==> config.mk <==
export PLATFORM = sky130hd
export DESIGN_NAME = urx_frame_parser
export DESIGN_NICKNAME = d
export VERILOG_FILES = /design/src/rtl/urx_pkg.sv /design/src/rtl/urx_timeout_cnt.sv /design/src/rtl/urx_frame_parser.sv
export SDC_FILE = /design/constraint.sdc
export NUM_CORES = 1
export LEC_CHECK = 0
export CORE_UTILIZATION = 40
export CTS_CLUSTER_SIZE = 25
export DETAILED_ROUTE_END_ITERATION = 8
export PLACE_DENSITY_LB_ADDON = 0.2
export SLEW_MARGIN = 20
export SYNTH_ARGS = -nofsm -noshare
export SYNTH_HDL_FRONTEND = slang
export SYNTH_HIERARCHICAL = 1
export SYNTH_SLANG_ARGS = --single-unit
==> constraint.sdc <==
create_clock -name clk -period 2.5 [get_ports clk]
set_clock_uncertainty 0.1 [all_clocks]
set_input_delay 0.25 -clock clk [delete_from_list [all_inputs] [get_ports clk]]
set_output_delay 0.25 -clock clk [all_outputs]
set_load 0.01 [all_outputs]
==> src/rtl/urx_pkg.sv <==
// Shared definitions for the UART receive/transmit path: clocking constants,
// frame parser state encoding and rejection codes.
package urx_pkg;

   localparam int unsigned FCLK    = 50000000;
   localparam int unsigned COM_VEL = 115200;
   localparam int unsigned COM_NT  = FCLK / COM_VEL;

   // Frame parser states
   localparam logic [1:0] S_IDLE = 2'd0;
   localparam logic [1:0] S_LEN  = 2'd1;
   localparam logic [1:0] S_DATA = 2'd2;
   localparam logic [1:0] S_CHK  = 2'd3;

   // Rejection causes reported on err_code
   localparam logic [1:0] ERR_NONE = 2'd0;
   localparam logic [1:0] ERR_LEN  = 2'd1;
   localparam logic [1:0] ERR_CHK  = 2'd2;
   localparam logic [1:0] ERR_TO   = 2'd3;

   // Running frame checksum: XOR of LEN and payload bytes
   function automatic logic [7:0] chk_step(input logic [7:0] acc, input logic [7:0] b);
      return acc ^ b;
   endfunction

endpackage

==> src/rtl/urx_timeout_cnt.sv <==
// Inactivity counter shared by the UART receive and transmit paths.
//   clk, rst : clock, synchronous active-high reset
//   clr      : restart counting from zero this cycle (wins over terminal count)
//   en       : count while high; held at zero while low
//   tc_c     : combinational pulse on the cycle the count sits at TC-1
module urx_timeout_cnt #(
   parameter int unsigned TC = 8680
) (
   input  logic clk,
   input  logic rst,
   input  logic clr,
   input  logic en,
   output logic tc_c
);

   localparam int unsigned CW = (TC > 2) ? $clog2(TC) : 1;

   logic [CW-1:0] cnt_q, cnt_d;

   // Terminal count only when no clear arrives in the same cycle
   assign tc_c = en && !clr && (cnt_q == CW'(TC - 1));

   // Next count
   always_comb begin
      cnt_d = cnt_q + CW'(1);
      if (clr || !en || tc_c) cnt_d = '0;
   end

   // Count register
   always_ff @(posedge clk) begin
      if (rst) cnt_q <= '0;
      else     cnt_q <= cnt_d;
   end

endmodule

==> src/rtl/urx_frame_parser.sv <==
// Assembles SYNC/LEN/payload/CHK command frames from received UART bytes,
// checks length and XOR checksum, and holds the accepted payload for the
// command decoder.
//   clk, rst        : clock, synchronous active-high reset
//   rx_dat, rx_stb  : received byte and its one-cycle strobe
//   frame_ok        : pulse, frame accepted and buffer valid
//   frame_err       : pulse, frame rejected; err_code holds the cause
//   frame_len       : payload length of the last accepted frame
//   buf_valid       : buffer holds a complete accepted frame
//   busy            : parser is inside a frame
//   rd_addr, rd_dat : combinational payload read port (0 beyond frame_len)
module urx_frame_parser
   import urx_pkg::*;
#(
   parameter logic [7:0]  SYNC    = 8'hA5,
   parameter int unsigned MAX_LEN = 16,
   parameter int unsigned TO_CLKS = 8680,
   localparam int unsigned AW     = (MAX_LEN > 1) ? $clog2(MAX_LEN) : 1
) (
   input  logic          clk,
   input  logic          rst,
   input  logic [7:0]    rx_dat,
   input  logic          rx_stb,
   output logic          frame_ok,
   output logic          frame_err,
   output logic [1:0]    err_code,
   output logic [7:0]    frame_len,
   output logic          buf_valid,
   output logic          busy,
   input  logic [AW-1:0] rd_addr,
   output logic [7:0]    rd_dat
);

   logic [1:0] state_q, state_d;
   logic [7:0] cnt_q, cnt_d;
   logic [7:0] idx_q, idx_d;
   logic [7:0] chk_q, chk_d;
   logic       frame_ok_q, frame_ok_d;
   logic       frame_err_q, frame_err_d;
   logic [1:0] err_code_q, err_code_d;
   logic [7:0] frame_len_q, frame_len_d;
   logic       buf_valid_q, buf_valid_d;
   logic       busy_q, busy_d;
   logic [7:0] buf_q [MAX_LEN];
   logic [7:0] buf_d [MAX_LEN];
   logic       to_tc_c;

   // Inter-byte timeout: restarted by every byte, idle outside a frame
   urx_timeout_cnt #(.TC(TO_CLKS)) u_to (
      .clk  (clk),
      .rst  (rst),
      .clr  (rx_stb),
      .en   (state_q != S_IDLE),
      .tc_c (to_tc_c)
   );

   // Next-state and output logic
   always_comb begin
      state_d     = state_q;
      cnt_d       = cnt_q;
      idx_d       = idx_q;
      chk_d       = chk_q;
      frame_ok_d  = 1'b0;
      frame_err_d = 1'b0;
      err_code_d  = err_code_q;
      frame_len_d = frame_len_q;
      buf_valid_d = buf_valid_q;
      buf_d       = buf_q;

      case (state_q)
         S_IDLE: begin
            if (rx_stb && rx_dat == SYNC) begin
               state_d     = S_LEN;
               buf_valid_d = 1'b0;
            end
         end
         S_LEN: begin
            if (rx_stb) begin
               if (rx_dat != 8'd0 && rx_dat <= 8'(MAX_LEN)) begin
                  cnt_d   = rx_dat;
                  chk_d   = rx_dat;
                  idx_d   = 8'd0;
                  state_d = S_DATA;
               end else begin
                  frame_err_d = 1'b1;
                  err_code_d  = ERR_LEN;
                  state_d     = S_IDLE;
               end
            end
         end
         S_DATA: begin
            if (rx_stb) begin
               // Full-width index compare: nothing past MAX_LEN is ever written
               for (int unsigned i = 0; i < MAX_LEN; i++) begin
                  if (idx_q == 8'(i)) buf_d[i] = rx_dat;
               end
               chk_d = chk_step(chk_q, rx_dat);
               idx_d = idx_q + 8'd1;
               if (idx_q == cnt_q - 8'd1) state_d = S_CHK;
            end
         end
         default: begin
            if (rx_stb) begin
               if (rx_dat == chk_q) begin
                  frame_ok_d  = 1'b1;
                  frame_len_d = cnt_q;
                  buf_valid_d = 1'b1;
               end else begin
                  frame_err_d = 1'b1;
                  err_code_d  = ERR_CHK;
               end
               state_d = S_IDLE;
            end
         end
      endcase

      // Timeout only fires on a cycle without a byte, so it never collides
      // with a byte-driven transition above
      if (to_tc_c) begin
         frame_err_d = 1'b1;
         err_code_d  = ERR_TO;
         state_d     = S_IDLE;
      end

      busy_d = (state_d != S_IDLE);
   end

   // State and output registers
   always_ff @(posedge clk) begin
      if (rst) begin
         state_q     <= S_IDLE;
         cnt_q       <= 8'd0;
         idx_q       <= 8'd0;
         chk_q       <= 8'd0;
         frame_ok_q  <= 1'b0;
         frame_err_q <= 1'b0;
         err_code_q  <= ERR_NONE;
         frame_len_q <= 8'd0;
         buf_valid_q <= 1'b0;
         busy_q      <= 1'b0;
         for (int unsigned i = 0; i < MAX_LEN; i++) buf_q[i] <= 8'd0;
      end else begin
         state_q     <= state_d;
         cnt_q       <= cnt_d;
         idx_q       <= idx_d;
         chk_q       <= chk_d;
         frame_ok_q  <= frame_ok_d;
         frame_err_q <= frame_err_d;
         err_code_q  <= err_code_d;
         frame_len_q <= frame_len_d;
         buf_valid_q <= buf_valid_d;
         busy_q      <= busy_d;
         for (int unsigned i = 0; i < MAX_LEN; i++) buf_q[i] <= buf_d[i];
      end
   end

   // Payload read port, zero beyond the accepted length
   always_comb begin
      rd_dat = 8'd0;
      for (int unsigned i = 0; i < MAX_LEN; i++) begin
         if (8'(rd_addr) == 8'(i) && 8'(i) < frame_len_q) rd_dat = buf_q[i];
      end
   end

   assign frame_ok  = frame_ok_q;
   assign frame_err = frame_err_q;
   assign err_code  = err_code_q;
   assign frame_len = frame_len_q;
   assign buf_valid = buf_valid_q;
   assign busy      = busy_q;

endmodule

# After elaboration in Yosys (flattened, before gate mapping)
# Cells that the tools add are included.
[word_totals]
output_inout_bits = 22
ff_bits = 182
[op_classes]
bitwise = 4
n_mux = 49
n_addsub = 3
n_reduce_logical = 60
magnitude_cmp = 17
n_eq_ne = 43
[ops]
columns = ["cell", "count"]
rows = [
  ["$mux W8", 22],
  ["$eq A8 B4 Y1 const B", 8],
  ["$lt A4 B8 Y1 const A", 8],
  ["$reduce_and A3 Y1", 18],
  ["$eq A4 B4 Y1 const B", 8],
  ["$eq A8 B3 Y1 const B", 4],
  ["$lt A3 B8 Y1 const A", 4],
  ["$pmux W8 S2", 2],
  ["$mux W2", 12],
  ["$logic_and A1 B1 Y1", 20],
  ["$eq A4 B3 Y1 const B", 4],
  ["$eq A8 B2 Y1 const B", 2],
  ["$eq A8 B8 Y1", 2],
  ["$lt A1 B8 Y1 const A", 2],
  ["$lt A2 B8 Y1 const A", 2],
  ["$add A14 B1 Y14 const B", 1],
  ["$eq A14 B14 Y1 const B", 1],
  ["$reduce_and A4 Y1", 3],
  ["$reduce_bool A2 Y1", 6],
  ["$mux W1", 9],
  ["$add A8 B1 Y8 const B", 1],
  ["$eq A4 B2 Y1 const B", 2],
  ["$eq A8 B1 Y1 const B", 1],
  ["$eq A8 B8 Y1 const B", 1],
  ["other kinds (23)", 33],
]

# Longest topological paths before layout
# Gate-level depths: netlist (run 1).
[logic_depth]
depth_word = 18
ltp_mapped = 10
ltp_nobuf = 9

# Cells and area by module
# Netlist (run 1), hierarchy kept.
[by_module_without_submodules]
columns = ["module", "area_each_um2", "n_inst", "seq_area_each_um2", "cells_each"]
rows = [
  ["urx_frame_parser", 8338.0, 1, 3363.2, 939],
  ["urx_timeout_cnt", 618.1, 1, 280.3, 69],
]

# Worst setup path before layout (run 1)
# OpenSTA, ideal clock, no wires.
[synth_path]
path_type = "register to output"
start = "register frame_len_q[4], in the netlist frame_len[4]"
end = "output rd_dat[0]"
t_arrival_ps = 2157
slack_ps = -7
path_buffers = 1
path_stages_with_launch = 8
cell_sequence = "dfxtp_1 or4_4 buf_6 o31a_1 a221o_1 nor4_2 a211oi_1 o221a_1"
[synth_between]
elab_chain_cells = 18
word_cells_on_any_way = 48
[synth_lines]
columns = ["element", "line_no", "rtl"]
rows = [
  ["start, declared", "urx_frame_parser.sv:41", "logic [7:0] frame_len_q, frame_len_d;"],
  ["start signal, assigned", "urx_frame_parser.sv:150", "frame_len_q <= frame_len_d;"],
  ["$lt A1 B8 Y1", "urx_frame_parser.sv:161", "if (8'(rd_addr) == 8'(i) && 8'(i) < frame_len_q) rd_dat = buf_q[i];"],
  ["$logic_and A1 B1 Y1", "urx_frame_parser.sv:161", ""],
  ["$mux W8 (15 in series)", "urx_frame_parser.sv:161", ""],
  ["$mux W8 (*)", "urx_frame_parser.sv:161", ""],
  ["end, declared", "urx_frame_parser.sv:31", "output logic [7:0] rd_dat"],
]
# Mark *: on every way between the ends. The rest lies on a longest branch, timed or not.

# Worst setup path in the final report (run 1)
[layout_path]
start = "register frame_len_q[4], in the netlist frame_len[4]"
end = "output rd_dat[7]"
# Same word-level chain as after synthesis.

==> run_summary.xml, run 1 <==
<?xml version="1.0" encoding="UTF-8"?>
<metrics>
  <group name="clock_network">
    <metric name="numCtsBuffers" unit="">17</metric>
    <metric name="cts_sinks" unit="">182</metric>
    <metric name="clock-root-buffer" unit="">clkbuf_16</metric>
    <metric name="h-tree-depth" unit="">4</metric>
    <metric name="clock_path_buffers" unit="">2</metric>
    <metric name="clk_transition_reported_paths" unit="ns">0.07</metric>
    <metric name="tritoncts" unit="">done</metric>
    <metric name="clkLatencyLatePin" unit="ns">0.44</metric>
  </group>
  <group name="floorplanning">
    <metric name="pin_count" unit="">37</metric>
    <metric name="initial_core_util" unit="">0.409</metric>
    <metric name="rows" unit="">54</metric>
    <metric name="die_h" unit="µm">152</metric>
    <metric name="core_region_area" unit="µm²">21900</metric>
    <metric name="die-area" unit="µm²">23000</metric>
    <metric name="die_width" unit="µm">152</metric>
  </group>
  <group name="critical_path">
    <metric name="critical_path.reg2reg.endpoint" unit="">busy</metric>
    <metric name="reg2reg_slack" unit="ns">0.19</metric>
    <metric name="timing.rr.start" unit="">u_to/cnt_q[9]</metric>
    <metric name="worst_ep_required_time" unit="ns">2.15</metric>
    <metric name="crit_end" unit="">rd_dat[7]</metric>
    <metric name="worst_setup_path_start_kind" unit="">register</metric>
    <metric name="timing.critical_path.to_type" unit="">primary output</metric>
    <metric name="timing.critical_path.depth" unit="">9</metric>
    <metric name="worst_setup_path_startpoint" unit="">frame_len[4]</metric>
    <metric name="reg2regPathDepth" unit="">7</metric>
    <metric name="buffering_stage_count_on_the_worst_path_with_inverters_included" unit="">3</metric>
    <metric name="timing.critical_path.slowest_cell_delay" unit="ns">0.58</metric>
    <metric name="cp_max_fo" unit="">4</metric>
    <metric name="worst_path_dominant_cell_family" unit="">compound AO/OA/AOI/OAI gates</metric>
    <metric name="critical_path_class" unit="">reg2out</metric>
    <metric name="slowest_stage" unit="">or4_4</metric>
    <metric name="cp.arrival" unit="ns">2.97</metric>
    <metric name="crit_path_cell_trace" unit="">or4_4 -&gt; o31a_1 -&gt; buf_4 -&gt; buf_6 -&gt; a221o_1 -&gt; nor4_4 -&gt; a211oi_2 -&gt; o221a_1 -&gt; buf_2</metric>
  </group>
  <group name="finish">
    <metric name="syn2layout_area_growth" unit="%">24.0</metric>
    <metric name="fin_nets" unit="">1134</metric>
    <metric name="final_cells" unit="">1402</metric>
    <metric name="most_frequent_cells_in_the_layout" unit="">193 x nor2_1, 180 x dfxtp_1, 144 x mux2i_1</metric>
    <metric name="layout_commonest_cell" unit="">nor2_1</metric>
    <metric name="register_area" unit="µm²">3650</metric>
    <metric name="fillerInstances" unit="">2103</metric>
    <metric name="stdcell_area" unit="µm²">11100</metric>
    <metric name="layout-drive-gt1-share" unit="">0.183</metric>
    <metric name="postLayoutCoreUtil" unit="">0.507</metric>
    <metric name="area_of_combinational_cells_with_multiple_inputs" unit="µm²">5130</metric>
    <metric name="antenna_cells" unit="">0</metric>
  </group>
  <group name="power">
    <metric name="power_report.internal_total" unit="mW">4.40</metric>
    <metric name="max-vdd-ir-drop" unit="V">0.000355</metric>
    <metric name="p_total" unit="mW">5.88</metric>
    <metric name="clock_power_share" unit="">0.463</metric>
    <metric name="power_frac_seq" unit="">0.492</metric>
    <metric name="netSwitchingPower" unit="mW">1.48</metric>
    <metric name="sw_frac" unit="">0.252</metric>
    <metric name="cellPowerDensity" unit="nW/µm²">529</metric>
    <metric name="leakagePower" unit="nW">5.22</metric>
    <metric name="share_comb_of_total_power" unit="">0.044</metric>
  </group>
  <group name="global_routing">
    <metric name="gr-total-overflow" unit="">0</metric>
    <metric name="first_global_vias" unit="">7255</metric>
    <metric name="grt_pass1_wl" unit="µm">41500</metric>
    <metric name="track_usage" unit="">0.239</metric>
    <metric name="grt_max_degree" unit="">87</metric>
    <metric name="initial_antenna_violation_count" unit="">0</metric>
  </group>
  <group name="synth">
    <metric name="synthesis.area_per_instance" unit="µm²">8.89</metric>
    <metric name="synth-compound-area-share" unit="">0.134</metric>
    <metric name="yosys-mux-area-fraction" unit="">0.161</metric>
    <metric name="synthesized_netlist_net_count" unit="">1033</metric>
    <metric name="count_of_flip_flops_with_a_built_in_enable_after_synthesis" unit="">0</metric>
    <metric name="mappedNetlistArea" unit="µm²">8960</metric>
    <metric name="synth-adder-area-share" unit="">0.0140</metric>
    <metric name="synth-seq-cells" unit="">182</metric>
    <metric name="combinational_family_with_the_most_area_after_synthesis" unit="">simple AND/OR/NAND/NOR gates</metric>
    <metric name="yosys.area_share.simple" unit="">0.202</metric>
    <metric name="fraction_of_the_yosys_area_taken_by_sequential_cells" unit="">0.407</metric>
    <metric name="synth_warnings" unit="">6</metric>
    <metric name="post_synth_xor_area_fraction" unit="">0.0421</metric>
    <metric name="ys_types" unit="">71</metric>
    <metric name="synth-main-ff-cell" unit="">dfxtp_1</metric>
    <metric name="syn-instance-count" unit="">1008</metric>
    <metric name="asyncSetResetFlopFracSynth" unit="">0</metric>
  </group>
  <group name="drt">
    <metric name="totalWireLength" unit="µm">26400</metric>
    <metric name="post_dr_wirelength_cell" unit="µm">18.8</metric>
    <metric name="routed-via-count" unit="">7781</metric>
    <metric name="detailedRoute.firstIterationViolations" unit="">619</metric>
    <metric name="via_per_inst" unit="">5.55</metric>
    <metric name="post-route-drc-count" unit="">0</metric>
    <metric name="antenna_violating_nets_post_route" unit="">0</metric>
    <metric name="drtPass1Iterations" unit="">5</metric>
  </group>
  <group name="job">
    <metric name="maxCapViolCount" unit="">0</metric>
  </group>
  <group name="timing">
    <metric name="final.period_utilization" unit="">1.33</metric>
    <metric name="worst_pin_slew" unit="ns">0.596</metric>
    <metric name="max_freq" unit="GHz">0.301</metric>
    <metric name="relSlewSlack" unit="">0.600</metric>
    <metric name="finalHoldViolCount" unit="">0</metric>
    <metric name="worst_setup_margin" unit="ns">-0.817</metric>
    <metric name="rsz0062_at_grt" unit="">yes</metric>
    <metric name="worst_hold_slack" unit="ns">0.353</metric>
    <metric name="fin_crit" unit="ns">3.32</metric>
    <metric name="setup-violations-final" unit="">8</metric>
    <metric name="drv_slew" unit="">0</metric>
  </group>
  <group name="run_status">
    <metric name="status" unit="">finished, violations left</metric>
    <metric name="violations_in_the_final_reports" unit="">setup timing</metric>
  </group>
  <group name="placed_design">
    <metric name="dp_hpwl" unit="µm">18700</metric>
    <metric name="dp.cells" unit="">1360</metric>
    <metric name="numPortBuffers" unit="">36</metric>
    <metric name="post_dp_cell_area" unit="µm²">10200</metric>
    <metric name="gp_congestion" unit="">1.01</metric>
  </group>
  <group name="worst_hold_path">
    <metric name="holdCritPathClass" unit="">reg2reg</metric>
    <metric name="min_path_cells" unit="">1</metric>
  </group>
</metrics>
==> layer usage <==
metal | part of all wire | up-vias | GRT usage
met1 | 0.49 | 3748 | 0.341
met5 | 0 | - | 0
met2 | 0.45 | 194 | 0.364
met4 | 0.020 | 0 | 0.0683
met3 | 0.045 | 34 | 0.0446
li1 | - | 3805 | -
==> registers in the layout (all words and copies together), names as in the netlist, 2 cells and up <==
register    cells
buf_q         128
state_q         2
u_to/cnt_q     14
frame_len       8
idx_q           8
chk_q           8
cnt_q           8
err_code        2
==> metrics by stage <==
stage	TNS, ns	setup slack, ns
after floorplan	0	0.00805
after global placement	-6.77	-0.931
after detailed placement	-7.09	-0.967
after CTS	-5.72	-0.856
after global routing	-6.21	-0.897
final	-5.57	-0.817
==> cell type report <==
type | instances | share of cell area
sequential | 182 | 0.329
multi-input combinational | 736 | 0.462
clock inverter | 15 | 0.0148
clock buffer | 17 | 0.0383
timing repair buffer | 154 | 0.119
tap | 280 | 0.0316
inverter | 18 | 0.00609
==> how the worst min path moves through the flow <==
| stage | startpoint | end | slack (ns) |
|---|---|---|---|
| 3_3_place_gp | u_to/cnt_q[0] | u_to/cnt_q[0] | 0.33 |
| 5_1_grt | u_to/cnt_q[0] | u_to/cnt_q[0] | 0.37 |
| 4_1_cts | u_to/cnt_q[0] | u_to/cnt_q[0] | 0.36 |
| 6_report | u_to/cnt_q[0] | u_to/cnt_q[0] | 0.35 |
| 3_5_place_dp | u_to/cnt_q[0] | u_to/cnt_q[0] | 0.35 |
| 2_1_floorplan | u_to/cnt_q[0] | u_to/cnt_q[0] | 0.32 |
==> synthesized netlist by cell type (9+ instances only) <==
master | count | area share
a211oi_1 | 9 | 0.0075
a21oi_1 | 19 | 0.011
a221oi_1 | 15 | 0.015
a22oi_1 | 9 | 0.0075
and3_1 | 11 | 0.0077
clkbuf_1 | 58 | 0.024
dfxtp_1 | 182 | 0.41
ha_1 | 10 | 0.014
inv_1 | 17 | 0.0071
mux2i_1 | 144 | 0.16
nand2_1 | 62 | 0.026
nand3_1 | 30 | 0.017
nand4_1 | 14 | 0.0098
nor2_1 | 194 | 0.081
nor3_1 | 14 | 0.0078
o21ai_0 | 14 | 0.0078
o22ai_1 | 16 | 0.011
xnor2_1 | 28 | 0.027
xor2_1 | 15 | 0.015
==> cell families (layout without fill, tap and decap cells) <==
family / count (synthesis) / count (layout)
buf+inv: 90 / 204
mux: 144 / 144
compound gates: 155 / 155
fa+ha+maj: 10 / 10
simple gates: 384 / 384
xor+xnor: 43 / 43
flops: 182 / 182
==> power by group through the flow <==
stage | combinational (mW) | clock [mW] | sequential (mW)
6_report | 0.259 | 2.72 | 2.90
3_5_place_dp | 0.250 | 0 | 2.96
3_3_place_gp | 0.251 | 0 | 2.96
2_1_floorplan | 0.123 | 0 | 2.96
5_1_grt | 0.274 | 2.90 | 2.89
4_1_cts | 0.257 | 2.79 | 2.89
==> what timing repair did <==
item | in CTS | in global routing
hold endpoints to repair | 1 | 0
cloned | 1 | 0
setup endpoints to repair | 8 | 9
hold buffers | 1 | 0
pin swaps | 28 | 24
gates resized for setup | 70 | 10
setup buffers | 10 | 4
Power figures use the tool's default switching activity.
==> inputs of run 2 (changes only) <==
--- a/config.mk
+++ b/config.mk
@@ -5,6 +5,7 @@
 export SDC_FILE = /design/constraint.sdc
 export NUM_CORES = 1
 export LEC_CHECK = 0
+export CORE_MARGIN = 2
 export CORE_UTILIZATION = 40
 export CTS_CLUSTER_SIZE = 25
 export DETAILED_ROUTE_END_ITERATION = 8
==> run_summary.xml, run 2 (synthesis gave the netlist of run 1 again) <==
<?xml version="1.0" encoding="UTF-8"?>
<metrics>
  <group name="finish">
    <metric name="most_frequent_cells_in_the_layout" unit="">193 x nor2_1, 179 x dfxtp_1, 144 x mux2i_1</metric>
    <metric name="fillerInstances" unit="">2118</metric>
    <metric name="postLayoutCoreUtil" unit="">0.506</metric>
    <metric name="largest_register_ff_count" unit="">128</metric>
    <metric name="biggestRegsByFlops" unit="">buf_q: 128 flops, u_to/cnt_q: 14 flops</metric>
    <metric name="area_of_combinational_cells_with_multiple_inputs" unit="µm²">5160</metric>
    <metric name="final_cells" unit="">1404</metric>
    <metric name="fin_nets" unit="">1136</metric>
    <metric name="layout-drive-gt1-share" unit="">0.189</metric>
    <metric name="antenna_cells" unit="">0</metric>
    <metric name="top_register_by_number_of_flip_flops" unit="">buf_q</metric>
    <metric name="layout_commonest_cell" unit="">nor2_1</metric>
    <metric name="register_area" unit="µm²">3650</metric>
    <metric name="syn2layout_area_growth" unit="%">23.6</metric>
  </group>
  <group name="power">
    <metric name="leakagePower" unit="nW">5.30</metric>
    <metric name="clock_power_share" unit="">0.466</metric>
    <metric name="cellPowerDensity" unit="nW/µm²">533</metric>
    <metric name="power_report.internal_total" unit="mW">4.43</metric>
    <metric name="sw_frac" unit="">0.250</metric>
    <metric name="p_total" unit="mW">5.90</metric>
    <metric name="power_frac_seq" unit="">0.491</metric>
    <metric name="max-vdd-ir-drop" unit="V">0.000396</metric>
    <metric name="netSwitchingPower" unit="mW">1.47</metric>
    <metric name="share_comb_of_total_power" unit="">0.043</metric>
  </group>
  <group name="timing">
    <metric name="setup-violations-final" unit="">8</metric>
    <metric name="finalHoldViolCount" unit="">0</metric>
    <metric name="relSlewSlack" unit="">0.412</metric>
    <metric name="max_freq" unit="GHz">0.303</metric>
    <metric name="setup_tns" unit="ns">-5.53</metric>
    <metric name="fin_crit" unit="ns">3.31</metric>
    <metric name="drv_slew" unit="">0</metric>
    <metric name="rsz0062_at_grt" unit="">yes</metric>
    <metric name="worst_pin_slew" unit="ns">0.882</metric>
    <metric name="final.period_utilization" unit="">1.32</metric>
    <metric name="worst_setup_margin" unit="ns">-0.805</metric>
  </group>
  <group name="global_routing">
    <metric name="track_usage" unit="">0.224</metric>
    <metric name="first_global_vias" unit="">7395</metric>
    <metric name="grt_pass1_wl" unit="µm">41600</metric>
    <metric name="gr-total-overflow" unit="">0</metric>
    <metric name="initial_antenna_violation_count" unit="">0</metric>
    <metric name="grt_max_degree" unit="">84</metric>
  </group>
  <group name="clock_network">
    <metric name="tritoncts" unit="">done</metric>
    <metric name="h-tree-depth" unit="">4</metric>
    <metric name="clock-root-buffer" unit="">clkbuf_16</metric>
    <metric name="clkLatencyLatePin" unit="ns">0.43</metric>
    <metric name="numCtsBuffers" unit="">17</metric>
    <metric name="clock_path_buffers" unit="">2</metric>
    <metric name="cts_sinks" unit="">182</metric>
    <metric name="clk_transition_reported_paths" unit="ns">0.07</metric>
  </group>
  <group name="placed_design">
    <metric name="dp_hpwl" unit="µm">18400</metric>
    <metric name="dpl_worst_slack" unit="ns">-0.899</metric>
    <metric name="dp.cells" unit="">1365</metric>
    <metric name="numPortBuffers" unit="">36</metric>
    <metric name="gp_congestion" unit="">0.975</metric>
  </group>
  <group name="drt">
    <metric name="drtPass1Iterations" unit="">5</metric>
    <metric name="met2_wirelength" unit="µm">11800</metric>
    <metric name="via_per_inst" unit="">5.55</metric>
    <metric name="topRoutingLayerUsed" unit="">met4</metric>
    <metric name="detailedRoute.firstIterationViolations" unit="">608</metric>
    <metric name="met3_length" unit="µm">1570</metric>
    <metric name="post_dr_wirelength_cell" unit="µm">18.9</metric>
    <metric name="route.layer.met1.wl" unit="µm">12500</metric>
    <metric name="post-route-drc-count" unit="">0</metric>
    <metric name="antenna_violating_nets_post_route" unit="">0</metric>
    <metric name="totalWireLength" unit="µm">26500</metric>
    <metric name="routed-via-count" unit="">7787</metric>
  </group>
  <group name="run_status">
    <metric name="violations_in_the_final_reports" unit="">setup timing</metric>
    <metric name="status" unit="">finished, violations left</metric>
  </group>
  <group name="floorplanning">
    <metric name="core_region_area" unit="µm²">21900</metric>
    <metric name="initial_core_util" unit="">0.409</metric>
    <metric name="die-area" unit="µm²">23600</metric>
    <metric name="die_h" unit="µm">154</metric>
    <metric name="pin_count" unit="">37</metric>
    <metric name="die_width" unit="µm">154</metric>
    <metric name="rows" unit="">54</metric>
  </group>
  <group name="critical_path">
    <metric name="cp_max_fo" unit="">3</metric>
    <metric name="timing.critical_path.to_type" unit="">primary output</metric>
    <metric name="cp.arrival" unit="ns">2.96</metric>
    <metric name="worst_setup_path_start_kind" unit="">register</metric>
    <metric name="timing.critical_path.slowest_cell_delay" unit="ns">0.60</metric>
    <metric name="slowest_stage" unit="">or4_4</metric>
    <metric name="critical_path_class" unit="">reg2out</metric>
    <metric name="worst_ep_required_time" unit="ns">2.15</metric>
    <metric name="crit_path_cell_trace" unit="">or4_4 -&gt; buf_6 -&gt; buf_6 -&gt; o31a_1 -&gt; a221o_1 -&gt; o211ai_1 -&gt; a32oi_2 -&gt; buf_2</metric>
    <metric name="worst_path_most_repeated_cell" unit="">buf_6</metric>
  </group>
  <group name="worst_hold_path">
    <metric name="holdCritPathClass" unit="">reg2reg</metric>
  </group>
  <group name="job">
    <metric name="maxCapViolCount" unit="">0</metric>
  </group>
</metrics>
## run 2: cell types whose count changed in the layout (fill, tap and decap cells not counted), sizes merged
cell      previous run  this run
clkbuf              17        18
buf                126       128
inv                 25        27
clkinvlp             5         2
## run 2: layout make-up
cell class,count,area share
Clock buffer,18,0.0397
Timing Repair Buffer,156,0.114
Clock inverter,14,0.0139
Multi-Input combinational cell,736,0.466
Tap cell,280,0.0316
Sequential cell,182,0.329
Inverter,18,0.00610
## run 2: per-stage QoR
stage	cell area (µm²)	hold slack [ns]
finish	11100	0.360
global route	11100	0.429
CTS	11000	0.355
detailed placement	10200	0.346
global placement	10200	0.332
floorplan	8960	0.318
## run 2: final timing paths
kind	from	endpoint	slack, ns	cells after the start
worst max-delay path	frame_len[4]	rd_dat[6]	-0.81	8
worst min-delay path	u_to/cnt_q[0]	u_to/cnt_q[0]	0.36	1
worst max register to register	u_to/cnt_q[9]	busy	0.15	7
worst min register to register	u_to/cnt_q[0]	u_to/cnt_q[0]	0.36	1
## run 2: power by group through the flow
stage | logic, mW | clock network (mW) | registers, mW
after CTS | 0.249 | 2.79 | 2.90
after global placement | 0.245 | 0 | 2.96
after floorplan | 0.123 | 0 | 2.96
final | 0.252 | 2.75 | 2.90
after global routing | 0.265 | 2.91 | 2.90
after detailed placement | 0.245 | 0 | 2.96
## run 2: critical path: cells and delay by family, from the launching register on
family	cells	cell delay (ns)
flip-flops	1	0.33
AO/OA/AOI/OAI	4	1.11
buffers and inverters	3	0.46
AND/OR/NAND/NOR	1	0.60
## run 2: timing repair
item                                   in CTS  in global routing
setup buffers                               6                  3
setup endpoints to repair                   8                  8
gates cloned                                0                  0
gates resized for setup                    59                 24
endpoints found under the hold margin       1                  0
hold buffers                                1                  0
pin swaps                                  29                 20
## run 2: routing by layer
metal / GRT usage / up-vias
li1: - / 3806
met1: 0.316 / 3706
met2: 0.343 / 238
met3: 0.0451 / 37
met4: 0.0747 / 0
met5: 0 / -
==> inputs of run 3 (changes only) <==
--- a/config.mk
+++ b/config.mk
@@ -9,6 +9,7 @@
 export CORE_UTILIZATION = 40
 export CTS_CLUSTER_SIZE = 25
 export DETAILED_ROUTE_END_ITERATION = 8
+export HOLD_SLACK_MARGIN = 0.06
 export PLACE_DENSITY_LB_ADDON = 0.2
 export SLEW_MARGIN = 20
 export SYNTH_ARGS = -nofsm -noshare
==> results of run 3 <==
Final layout, timing and power as in run 2 (identical DEF).
